[config.mk]
export PLATFORM = sky130hd
export DESIGN_NAME = fb_sdram_bridge
export DESIGN_NICKNAME = d
export VERILOG_FILES = /design/src/rtl/fb_sdram_bridge.sv
export SDC_FILE = /design/constraint.sdc
export NUM_CORES = 1
export LEC_CHECK = 0
export ABC_AREA = 0
export CAP_MARGIN = 25
export CORE_ASPECT_RATIO = 1.1
export CORE_MARGIN = 4
export CORE_UTILIZATION = 58
export DETAILED_ROUTE_END_ITERATION = 10
export PLACE_DENSITY = 0.85
export SETUP_SLACK_MARGIN = 0.5
export SYNTH_ARGS = -nofsm -noshare
export SYNTH_HDL_FRONTEND = slang
export SYNTH_SLANG_ARGS = --single-unit
[constraint.sdc]
create_clock -name clk -period 11.9 [get_ports clk]
set_input_delay 1.785 -clock clk [delete_from_list [all_inputs] [get_ports clk]]
set_output_delay 1.785 -clock clk [all_outputs]
set_load 0.05 [all_outputs]
[src/rtl/fb_sdram_bridge.sv]
// fb_sdram_bridge: framebuffer memory slave that maps the CPU framebuffer port onto a dedicated
// SDRAM word port (rd/wr pulses, busy, rdata_valid).
// Writes are posted into a small FIFO and acknowledged early. Partial-word writes become
// read-modify-write sequences. In-range reads first wait for the FIFO to drain, so the CPU
// always sees its own writes.
// Ports:
//   clk, reset           clock; asynchronous active-high reset
//   fb_mem_*             CPU framebuffer port (valid/addr/wdata/wstrb in; rdata/ready out)
//   sd_rd, sd_wr         one-cycle registered command pulses to the SDRAM controller
//   sd_addr, sd_wdata    command address/data, held until the next command
//   sd_rdata, sd_busy,
//   sd_rdata_valid       SDRAM controller responses
//   fb_idle              FIFO empty and back-end idle
module fb_sdram_bridge #(
    parameter int unsigned FIFO_DEPTH = 4,
    parameter logic [23:0] FB_BASE    = 24'h200000,
    parameter int unsigned FB_WORDS   = 38400
) (
    input  logic        clk,
    input  logic        reset,
    input  logic        fb_mem_valid,
    input  logic [31:0] fb_mem_addr,
    input  logic [31:0] fb_mem_wdata,
    input  logic [3:0]  fb_mem_wstrb,
    output logic [31:0] fb_mem_rdata,
    output logic        fb_mem_ready,
    output logic        sd_rd,
    output logic        sd_wr,
    output logic [23:0] sd_addr,
    output logic [31:0] sd_wdata,
    input  logic [31:0] sd_rdata,
    input  logic        sd_busy,
    input  logic        sd_rdata_valid,
    output logic        fb_idle
);

    localparam int unsigned AW = $clog2(FIFO_DEPTH);

    localparam logic [2:0] F_IDLE    = 3'd0;
    localparam logic [2:0] F_RD_WAIT = 3'd1;
    localparam logic [2:0] F_RD_DATA = 3'd2;
    localparam logic [2:0] F_RESP    = 3'd3;
    localparam logic [2:0] F_GAP     = 3'd4;

    localparam logic [1:0] B_IDLE    = 2'd0;
    localparam logic [1:0] B_RD      = 2'd1;
    localparam logic [1:0] B_WR_ARM  = 2'd2;
    localparam logic [1:0] B_WR_DONE = 2'd3;

    logic [2:0]  front_q, front_d;
    logic [1:0]  back_q, back_d;
    logic [31:0] rdata_q, rdata_d;
    logic [16:0] rd_widx_q, rd_widx_d;
    logic        tag_rmw_q, tag_rmw_d;
    logic        sd_rd_q, sd_rd_d;
    logic        sd_wr_q, sd_wr_d;
    logic [23:0] sd_addr_q, sd_addr_d;
    logic [31:0] sd_wdata_q, sd_wdata_d;
    logic [AW:0] wptr_q, wptr_d, rptr_q, rptr_d;

    logic [16:0] fifo_widx_q  [FIFO_DEPTH];
    logic [31:0] fifo_wdata_q [FIFO_DEPTH];
    logic [3:0]  fifo_wstrb_q [FIFO_DEPTH];

    logic [16:0] req_widx;
    logic        req_write, req_in_range;
    logic        fifo_empty, fifo_full;
    logic [16:0] head_widx;
    logic [31:0] head_wdata, merged;
    logic [3:0]  head_wstrb;
    logic        push, pop, cpu_req, rd_done;
    logic [16:0] cpu_widx;
    logic        unused_addr;

    assign req_widx     = fb_mem_addr[18:2];
    assign req_write    = |fb_mem_wstrb;
    assign req_in_range = {15'd0, req_widx} < FB_WORDS;
    assign unused_addr  = ^{fb_mem_addr[31:19], fb_mem_addr[1:0]};

    // Extra pointer MSB distinguishes full from empty when the index bits match.
    assign fifo_empty = (wptr_q == rptr_q);
    assign fifo_full  = (wptr_q[AW] != rptr_q[AW]) && (wptr_q[AW-1:0] == rptr_q[AW-1:0]);
    assign head_widx  = fifo_widx_q[rptr_q[AW-1:0]];
    assign head_wdata = fifo_wdata_q[rptr_q[AW-1:0]];
    assign head_wstrb = fifo_wstrb_q[rptr_q[AW-1:0]];

    assign fb_idle = fifo_empty && (back_q == B_IDLE);
    assign rd_done = (back_q == B_RD) && !tag_rmw_q && sd_rdata_valid;

    assign fb_mem_ready = (front_q == F_RESP);
    assign fb_mem_rdata = rdata_q;
    assign sd_rd        = sd_rd_q;
    assign sd_wr        = sd_wr_q;
    assign sd_addr      = sd_addr_q;
    assign sd_wdata     = sd_wdata_q;

    // Front FSM: CPU side. valid is only looked at in F_IDLE.
    always_comb begin
        front_d   = front_q;
        rdata_d   = rdata_q;
        rd_widx_d = rd_widx_q;
        push      = 1'b0;
        cpu_req   = 1'b0;
        cpu_widx  = req_widx;
        case (front_q)
            F_IDLE: begin
                if (fb_mem_valid) begin
                    if (!req_in_range) begin
                        front_d = F_RESP;
                        rdata_d = '0;
                    end else if (req_write) begin
                        if (!fifo_full) begin
                            push    = 1'b1;
                            front_d = F_RESP;
                            rdata_d = '0;
                        end
                    end else begin
                        rd_widx_d = req_widx;
                        if (fb_idle) begin
                            cpu_req = 1'b1;
                            front_d = F_RD_DATA;
                        end else begin
                            front_d = F_RD_WAIT;
                        end
                    end
                end
            end
            F_RD_WAIT: begin
                if (fb_idle) begin
                    cpu_req  = 1'b1;
                    cpu_widx = rd_widx_q;
                    front_d  = F_RD_DATA;
                end
            end
            F_RD_DATA: begin
                if (rd_done) begin
                    rdata_d = sd_rdata;
                    front_d = F_RESP;
                end
            end
            F_RESP:  front_d = F_GAP;
            F_GAP: begin
                front_d = F_IDLE;
                rdata_d = '0;
            end
            default: front_d = F_IDLE;
        endcase
    end

    always_comb begin
        for (int i = 0; i < 4; i++) begin
            merged[8*i +: 8] = head_wstrb[i] ? head_wdata[8*i +: 8] : sd_rdata[8*i +: 8];
        end
    end

    // Back FSM: SDRAM side. A CPU read only arrives while the FIFO is empty.
    always_comb begin
        back_d     = back_q;
        tag_rmw_d  = tag_rmw_q;
        sd_rd_d    = 1'b0;
        sd_wr_d    = 1'b0;
        sd_addr_d  = sd_addr_q;
        sd_wdata_d = sd_wdata_q;
        pop        = 1'b0;
        case (back_q)
            B_IDLE: begin
                if (cpu_req) begin
                    sd_rd_d   = 1'b1;
                    sd_addr_d = FB_BASE + {7'd0, cpu_widx};
                    tag_rmw_d = 1'b0;
                    back_d    = B_RD;
                end else if (!fifo_empty) begin
                    sd_addr_d = FB_BASE + {7'd0, head_widx};
                    if (head_wstrb == 4'hF) begin
                        sd_wr_d    = 1'b1;
                        sd_wdata_d = head_wdata;
                        back_d     = B_WR_ARM;
                    end else begin
                        sd_rd_d   = 1'b1;
                        tag_rmw_d = 1'b1;
                        back_d    = B_RD;
                    end
                end
            end
            B_RD: begin
                if (sd_rdata_valid) begin
                    if (tag_rmw_q) begin
                        sd_wr_d    = 1'b1;
                        sd_wdata_d = merged;
                        back_d     = B_WR_ARM;
                    end else begin
                        back_d = B_IDLE;
                    end
                end
            end
            B_WR_ARM: begin
                if (sd_busy) back_d = B_WR_DONE;
            end
            B_WR_DONE: begin
                if (!sd_busy) begin
                    pop    = 1'b1;
                    back_d = B_IDLE;
                end
            end
            default: back_d = B_IDLE;
        endcase
    end

    assign wptr_d = wptr_q + {{AW{1'b0}}, push};
    assign rptr_d = rptr_q + {{AW{1'b0}}, pop};

    always_ff @(posedge clk or posedge reset) begin
        if (reset) begin
            front_q    <= F_IDLE;
            back_q     <= B_IDLE;
            rdata_q    <= '0;
            rd_widx_q  <= '0;
            tag_rmw_q  <= 1'b0;
            sd_rd_q    <= 1'b0;
            sd_wr_q    <= 1'b0;
            sd_addr_q  <= '0;
            sd_wdata_q <= '0;
            wptr_q     <= '0;
            rptr_q     <= '0;
        end else begin
            front_q    <= front_d;
            back_q     <= back_d;
            rdata_q    <= rdata_d;
            rd_widx_q  <= rd_widx_d;
            tag_rmw_q  <= tag_rmw_d;
            sd_rd_q    <= sd_rd_d;
            sd_wr_q    <= sd_wr_d;
            sd_addr_q  <= sd_addr_d;
            sd_wdata_q <= sd_wdata_d;
            wptr_q     <= wptr_d;
            rptr_q     <= rptr_d;
        end
    end

    // Storage needs no reset: entries are only read between push and pop.
    always_ff @(posedge clk) begin
        if (push) begin
            fifo_widx_q[wptr_q[AW-1:0]]  <= req_widx;
            fifo_wdata_q[wptr_q[AW-1:0]] <= fb_mem_wdata;
            fifo_wstrb_q[wptr_q[AW-1:0]] <= fb_mem_wstrb;
        end
    end

endmodule

# Word level (Yosys, flattened, before mapping)
# Memories as Yosys holds them, arrays and structs flattened.
# Index checks and enable logic that the tools add are counted.
# word_totals
memories,3
regBits,119
output_inout_bits,92
in_bits,105
ram_bits,212
elab_cells,127
# op_classes
eq_ne,27
n_lt_le_gt_ge,1
n_addsub,4
n_bitwise,1
n_reduce_logical,17
muxes,63
# memory_table
memory,depth,width,read_ports,rd_ports_with_merged_regs,write_ports,line_no,text
fifo_wdata_q,4,32,1,0,1,62,logic [31:0] fifo_wdata_q [FIFO_DEPTH];
fifo_widx_q,4,17,1,0,1,61,logic [16:0] fifo_widx_q [FIFO_DEPTH];
fifo_wstrb_q,4,4,1,0,1,63,logic [3:0] fifo_wstrb_q [FIFO_DEPTH];
# ops
operator,count
32-bit two-way mux,10
32-bit case mux with 3 select lines,1
32-bit case mux with 2 select lines,1
24-bit two-way mux,2
"22-bit by 17-bit adder with 23-bit output, first input constant",2
17-bit two-way mux,2
8-bit two-way mux,4
1-bit two-way mux,25
"2-bit inequality test, second input constant",10
3-bit two-way mux,6
"17-bit by 16-bit less-than comparator with 1-bit output, second input constant",1
2-bit two-way mux,8
3-bit case mux with 4 select lines,1
4-bit AND reduction,3
"3-bit inequality test, second input constant",3
2-bit case mux with 4 select lines,1
3-bit by 1-bit adder with 3-bit output,2
"3-bit by 2-bit == test with 1-bit output, second input constant",2
6-bit AND reduction,1
5-bit AND reduction,1
"2-bit == test, second input constant",2
"4-bit == test, second input constant",1
1-bit logical AND,4
"2-bit by 1-bit inequality test with 1-bit output, second input constant",2
other kinds (17),18

# Depth between registers and ports, before layout
# depth
word_depth,9
depth_mapped,8
mapped_depth_nobuf,8

# Worst setup path after synthesis
# OpenSTA, ideal clock, no wires.
# synth_timing
path_type,in2reg
from,input fb_mem_addr[12]
to,"memory fifo_wdata_q[1][0], enable pin"
path_slack_ns,5.059
required_ns,11.360
arrival_time_ns,6.301
path_stages,5
setup_ns,0.540
n_path_buf,0
cell_sequence,a21oi_1 o211ai_1 nor2b_1 nand2b_1 nor3b_1
# synth_via
elab_chain_len,6
# synth_lines
item,line_no,text
"start, declared",22,"input logic [31:0] fb_mem_addr,"
17-bit by 16-bit less-than comparator with 1-bit output,77,"assign req_in_range = {15'd0, req_widx} < FB_WORDS;"
1-bit two-way mux,108,if (!req_in_range) begin
1-bit two-way mux,107,if (fb_mem_valid) begin
1-bit two-way mux,105,case (front_q)
1-bit two-way mux,242,if (push) begin
1-bit two-way mux (implied by the code),244,fifo_wdata_q[wptr_q[AW-1:0]] <= fb_mem_wdata;
"end, declared",62,
# No other way between the ends.

# Final worst setup path
# layout_timing
from,register rptr_q[0]
to,output fb_idle
# layout_via
elab_chain_len,2
# layout_lines
item,line_no,text
"start, declared",59,"logic [AW:0] wptr_q, wptr_d, rptr_q, rptr_d;"
"start signal, assigned",236,rptr_q <= rptr_d;
3-bit == test,81,assign fifo_empty = (wptr_q == rptr_q);
1-bit logical AND,87,assign fb_idle = fifo_empty && (back_q == B_IDLE);
"end, declared",34,output logic fb_idle
# No other way between the ends.

==> results.md <==
Run status:
- The run finished with clean final reports.

Route:
- The detailed-route DRC error count is 0.
- The per-cell routed wire length is 22.2 um.
- The number of iterations in the first detailed-routing pass is 5.
- Using the TritonRoute via totals, the vias-per-cell ratio works out to 5.91.
- Once detail routing completed, the nets flagged for antenna violations numbered 0.
- The detailed router's first-iteration violation count is 586.
- Detailed routing inserted a total of 7686 vias.
- The wire length after detailed routing is 28800 um.

Floorplanning:
- The floorplan row count is 57.
- The floorplan step defined a die boundary enclosing 25300 um^2.
- The die is 167 um tall.
- The I/O pin total is 197.
- The floorplan step defined a core boundary enclosing 22300 um^2.
- The effective utilization at floorplan is 59.4%.
- The die is 152 um wide.

Synth:
- The synthesized netlist devotes 7.11% of its cell area to compound gates.
- A synthesized cell averages 16.6 um^2.
- In the synthesized netlist the dominant register cell turns out to be sky130_fd_sc_hd__edfxtp_1.
- By area, the combinational part of the netlist is dominated by multiplexers.
- The summed instance area of the synthesized netlist is 13300 um^2.
- The number of warnings printed during yosys synthesis is 0.
- The post-synthesis share of cell area spent on and, or, nand and nor gates is 4.10%.
- The portion of the post-synthesis area used by sequential elements is 69.3%.
- The multiplexer fraction of the synthesized cell area is 15.4%.
- The async set or reset register ratio after synthesis is 34.8%.
- The synthesized design contains 212 enable-type register cells.
- After Yosys synthesis, XOR and XNOR cells account for 0.453% of the synthesized area.
- The instance count of the mapped netlist is 799.
- The number of distinct library cell variants in the gate-level netlist after synthesis is 55.
- The area share of fa/ha/maj cells after synthesis is 0.377%.
- After synthesis the netlist holds a flip-flop and latch count of 325.

Clock network:
- The number of setup buffers added after CTS is 0.
- Post-CTS repair changed the size of 0 cells.
- The sink count of the clock tree is 325.
- For the worst-skew pair, the clock arrives at the later sink with an insertion delay of 560 ps.
- TritonCTS created 31 clock buffers.
- After clock tree synthesis, the clock-pin slew on the worst setup and hold paths is 70 ps.
- TritonCTS built the clock tree.
- The cell sitting at the root of the clock tree is a sky130_fd_sc_hd__clkbuf_16.
- In this run the number of H-tree levels came out at 1.
- No sink is reached through more buffers than the 3 on the longest clock path.
- The cts-stage hold buffer count is 0.

Placed design:
- After legalization and detailed placement, the total HPWL measured 17700 um.
- At the end of routability-driven placement, the weighted congestion stood at 0.774.
- The worst-case setup slack after placement is 6550 ps.
- The port buffer count is 175.

Setup path:
- The worst setup path startpoint is rptr_q[0].
- Of all nets on the critical path, the largest fanout is 21.
- The worst register-to-register path ends at sd_addr[16].
- Data arrives at the worst endpoint at 3210 ps.
- STA classifies the critical path endpoint as an output port.
- The critical path ends at fb_idle.
- The type of element launching the critical path is a flip-flop.
- The worst setup path is of the flip-flop to output port kind.
- Counting cells, the worst reg-to-reg path comes to 6.
- The flop-to-flop setup slack is 8260 ps.
- In this run the critical register-to-register path is launched from rptr_q[0].
- The required time of the critical path is 10120 ps.

STA:
- The setup TNS is 0 ps.
- The shortest period the worst path allows is 5000 ps.
- The worst path setup slack after routing is 6900 ps.
- The clock arrives with 12.5 ps of skew.
- Measured against its own limit, the worst slew margin works out to 37.0%.
- The hold violation count in the final report was 0.
- Setup repair after global routing left no endpoint under its margin.
- Setup violations remaining at the end of the flow were counted as 0.
- The max-slew violation count was 0.
- The slew at the pin closest to its max-slew limit is 939 ps.
- For this run, the top clock speed supported by timing is 200 MHz.
- In the finished design, the share of the clock period the worst path needs comes to 42.0%.

Global routing:
- The first global-routing pass estimated 46100 um of wire.
- Entering global routing, the biggest net connects 66 pins.
- The residual overflow from global routing is 0.
- The number of global-route vias before repair is 8227.
- The initial antenna violation count is 1.
- For this run, the total global-route usage over all layers was measured as 22.8%.

Finish:
- After filler insertion, the fill cell instance count of the layout stands at 1366.
- Relative to the synthesized area, the layout overhead comes to 23.4%.
- At the end of the flow, the number of nets in the layout was 1087.
- The proportion of layout cells with a drive suffix above 1 is 16.7%.
- In the final layout, the multi-input gates occupy 3720 um^2.
- The area of all sequential standard cells is 9200 um^2.

Flow run:
- The number of max-capacitance violations reported is 0.

Hold path:
- In this run the most critical hold path is launched from sd_addr[21].
- The kind of path behind the tightest hold check is flip-flop to flip-flop.

Power and ir drop:
- In this run the power density over the cells is 258 nW/um^2.
- For this design the static power due to leakage is 5.97 nW.
- The overall power after layout is 4.23 mW.
- The worst IR drop on VDD is 0.000250 V.
[routing by layer]
| metal | up-vias | global-route usage [%] | wire length (um) |
|---|---|---|---|
| met4 | 0 | 6.14 | 643 |
| met5 | - | 0 | 0 |
| li1 | 3428 | - | - |
| met2 | 291 | 38.6 | 14500 |
| met3 | 46 | 3.76 | 1830 |
| met1 | 3921 | 31.2 | 11900 |
[worst min path at each step]
stage / to / slack [ps] / cells after the start
6_report: sd_addr[21] / 490 / 1
2_1_floorplan: rd_widx_q[16] / 460 / 1
4_1_cts: sd_addr[14] / 500 / 1
3_3_place_gp: sd_addr[21] / 450 / 1
5_1_grt: sd_addr[21] / 520 / 1
3_5_place_dp: sd_addr[21] / 470 / 1
[final cells by class]
| class | count | area share (%) |
|---|---|---|
| Tap cell | 295 | 2.26 |
| Clock buffer | 45 | 5.37 |
| Clock inverter | 13 | 0.788 |
| Antenna cell | 2 | 0.0306 |
| Sequential cell | 325 | 56.2 |
| Multi-Input combinational cell | 389 | 22.8 |
| Timing Repair Buffer | 192 | 11.7 |
| Inverter | 39 | 0.910 |
[state kept, by name, summed over array words and instances, names as in the netlist]
register and count:
fifo_wdata_q 128, fifo_widx_q 68, fb_mem_rdata 32, sd_wdata 32, sd_addr 18, rd_widx_q 17
fifo_wstrb_q 16, front_q 3, rptr_q 3, wptr_q 3, back_q 2, sd_rd 1
sd_wr 1, tag_rmw_q 1
[cells in the final DEF, fill, tap and decap left out, types with 2 or more instances in the layout]
cell type,synthesis,routed
sky130_fd_sc_hd__bufinv_16,0,2
sky130_fd_sc_hd__a211oi_2,8,8
sky130_fd_sc_hd__nand2_1,44,44
sky130_fd_sc_hd__edfxtp_1,212,212
sky130_fd_sc_hd__mux2i_1,64,64
sky130_fd_sc_hd__nor3b_1,3,2
sky130_fd_sc_hd__ha_1,4,4
sky130_fd_sc_hd__conb_1,1,6
sky130_fd_sc_hd__dfrtp_1,113,111
sky130_fd_sc_hd__mux4_2,52,52
sky130_fd_sc_hd__nor3_4,1,2
sky130_fd_sc_hd__o21ai_1,2,2
sky130_fd_sc_hd__inv_4,0,2
sky130_fd_sc_hd__clkbuf_1,16,9
sky130_fd_sc_hd__nor2_4,1,2
sky130_fd_sc_hd__nand2b_1,5,5
sky130_fd_sc_hd__o21ai_0,2,2
sky130_fd_sc_hd__clkinvlp_4,0,2
sky130_fd_sc_hd__a211oi_1,9,9
sky130_fd_sc_hd__o2bb2ai_1,16,16
sky130_fd_sc_hd__nor2_1,42,41
sky130_fd_sc_hd__o22ai_1,3,3
sky130_fd_sc_hd__clkdlybuf4s50_1,0,175
sky130_fd_sc_hd__xor2_1,4,4
sky130_fd_sc_hd__inv_1,38,37
sky130_fd_sc_hd__diode_2,0,2
sky130_fd_sc_hd__o211ai_1,2,2
sky130_fd_sc_hd__o31a_1,17,17
sky130_fd_sc_hd__buf_4,11,15
sky130_fd_sc_hd__mux2_2,18,18
sky130_fd_sc_hd__clkbuf_8,0,5
sky130_fd_sc_hd__clkinv_2,0,6
sky130_fd_sc_hd__nor2_2,5,5
sky130_fd_sc_hd__nor3_1,5,3
sky130_fd_sc_hd__nor2b_1,2,2
sky130_fd_sc_hd__o221ai_1,18,18
sky130_fd_sc_hd__o31ai_1,3,3
sky130_fd_sc_hd__a21oi_1,33,33
sky130_fd_sc_hd__clkbuf_16,0,31
[power by group]
part           internal [mW]  switching, mW
combinational          0.681           1.06
clock                  0.556          0.403
sequential              1.39          0.136
[cell usage after synthesis (17+ instances only)]
cell type	count	share of area, %
sky130_fd_sc_hd__edfxtp_1	212	48
sky130_fd_sc_hd__dfrtp_1	113	21
sky130_fd_sc_hd__mux2i_1	64	4.8
sky130_fd_sc_hd__mux4_2	52	8.8
sky130_fd_sc_hd__nand2_1	44	1.2
sky130_fd_sc_hd__nor2_1	42	1.2
sky130_fd_sc_hd__inv_1	38	1.1
sky130_fd_sc_hd__a21oi_1	33	1.2
sky130_fd_sc_hd__buf_2	20	0.75
sky130_fd_sc_hd__mux2_2	18	1.5
sky130_fd_sc_hd__o221ai_1	18	1.2
sky130_fd_sc_hd__o31a_1	17	1.1
[worst max-delay path, stage by stage, from the launching register on]
cell	delay [ps]
sky130_fd_sc_hd__dfrtp_4	650
sky130_fd_sc_hd__xor2_2	260
sky130_fd_sc_hd__or4_4	720
sky130_fd_sc_hd__inv_2	190
sky130_fd_sc_hd__clkdlybuf4s50_1	840
[stage by stage]
step | util (%) | std cells | cell area (um^2) | hold WS (ps)
finish | 73.3 | 1300 | 16400 | 488
global route | 73.3 | 1299 | 16400 | 516
CTS | 73.1 | 1297 | 16300 | 498
detailed placement | 68.6 | 1239 | 15300 | 474
global placement | 68.6 | 1238 | 15300 | 453
floorplan | - | 804 | 13300 | 464
[cells by family after synthesis]
group,count (synthesis)
AO/OA/AOI/OAI,121
XOR/XNOR,6
adder cells (fa/ha/maj),4
buffers and inverters,90
flip-flops,325
multiplexers,135
other,1
AND/OR/NAND/NOR,117
No activity file was read; power rests on OpenSTA's default activity.
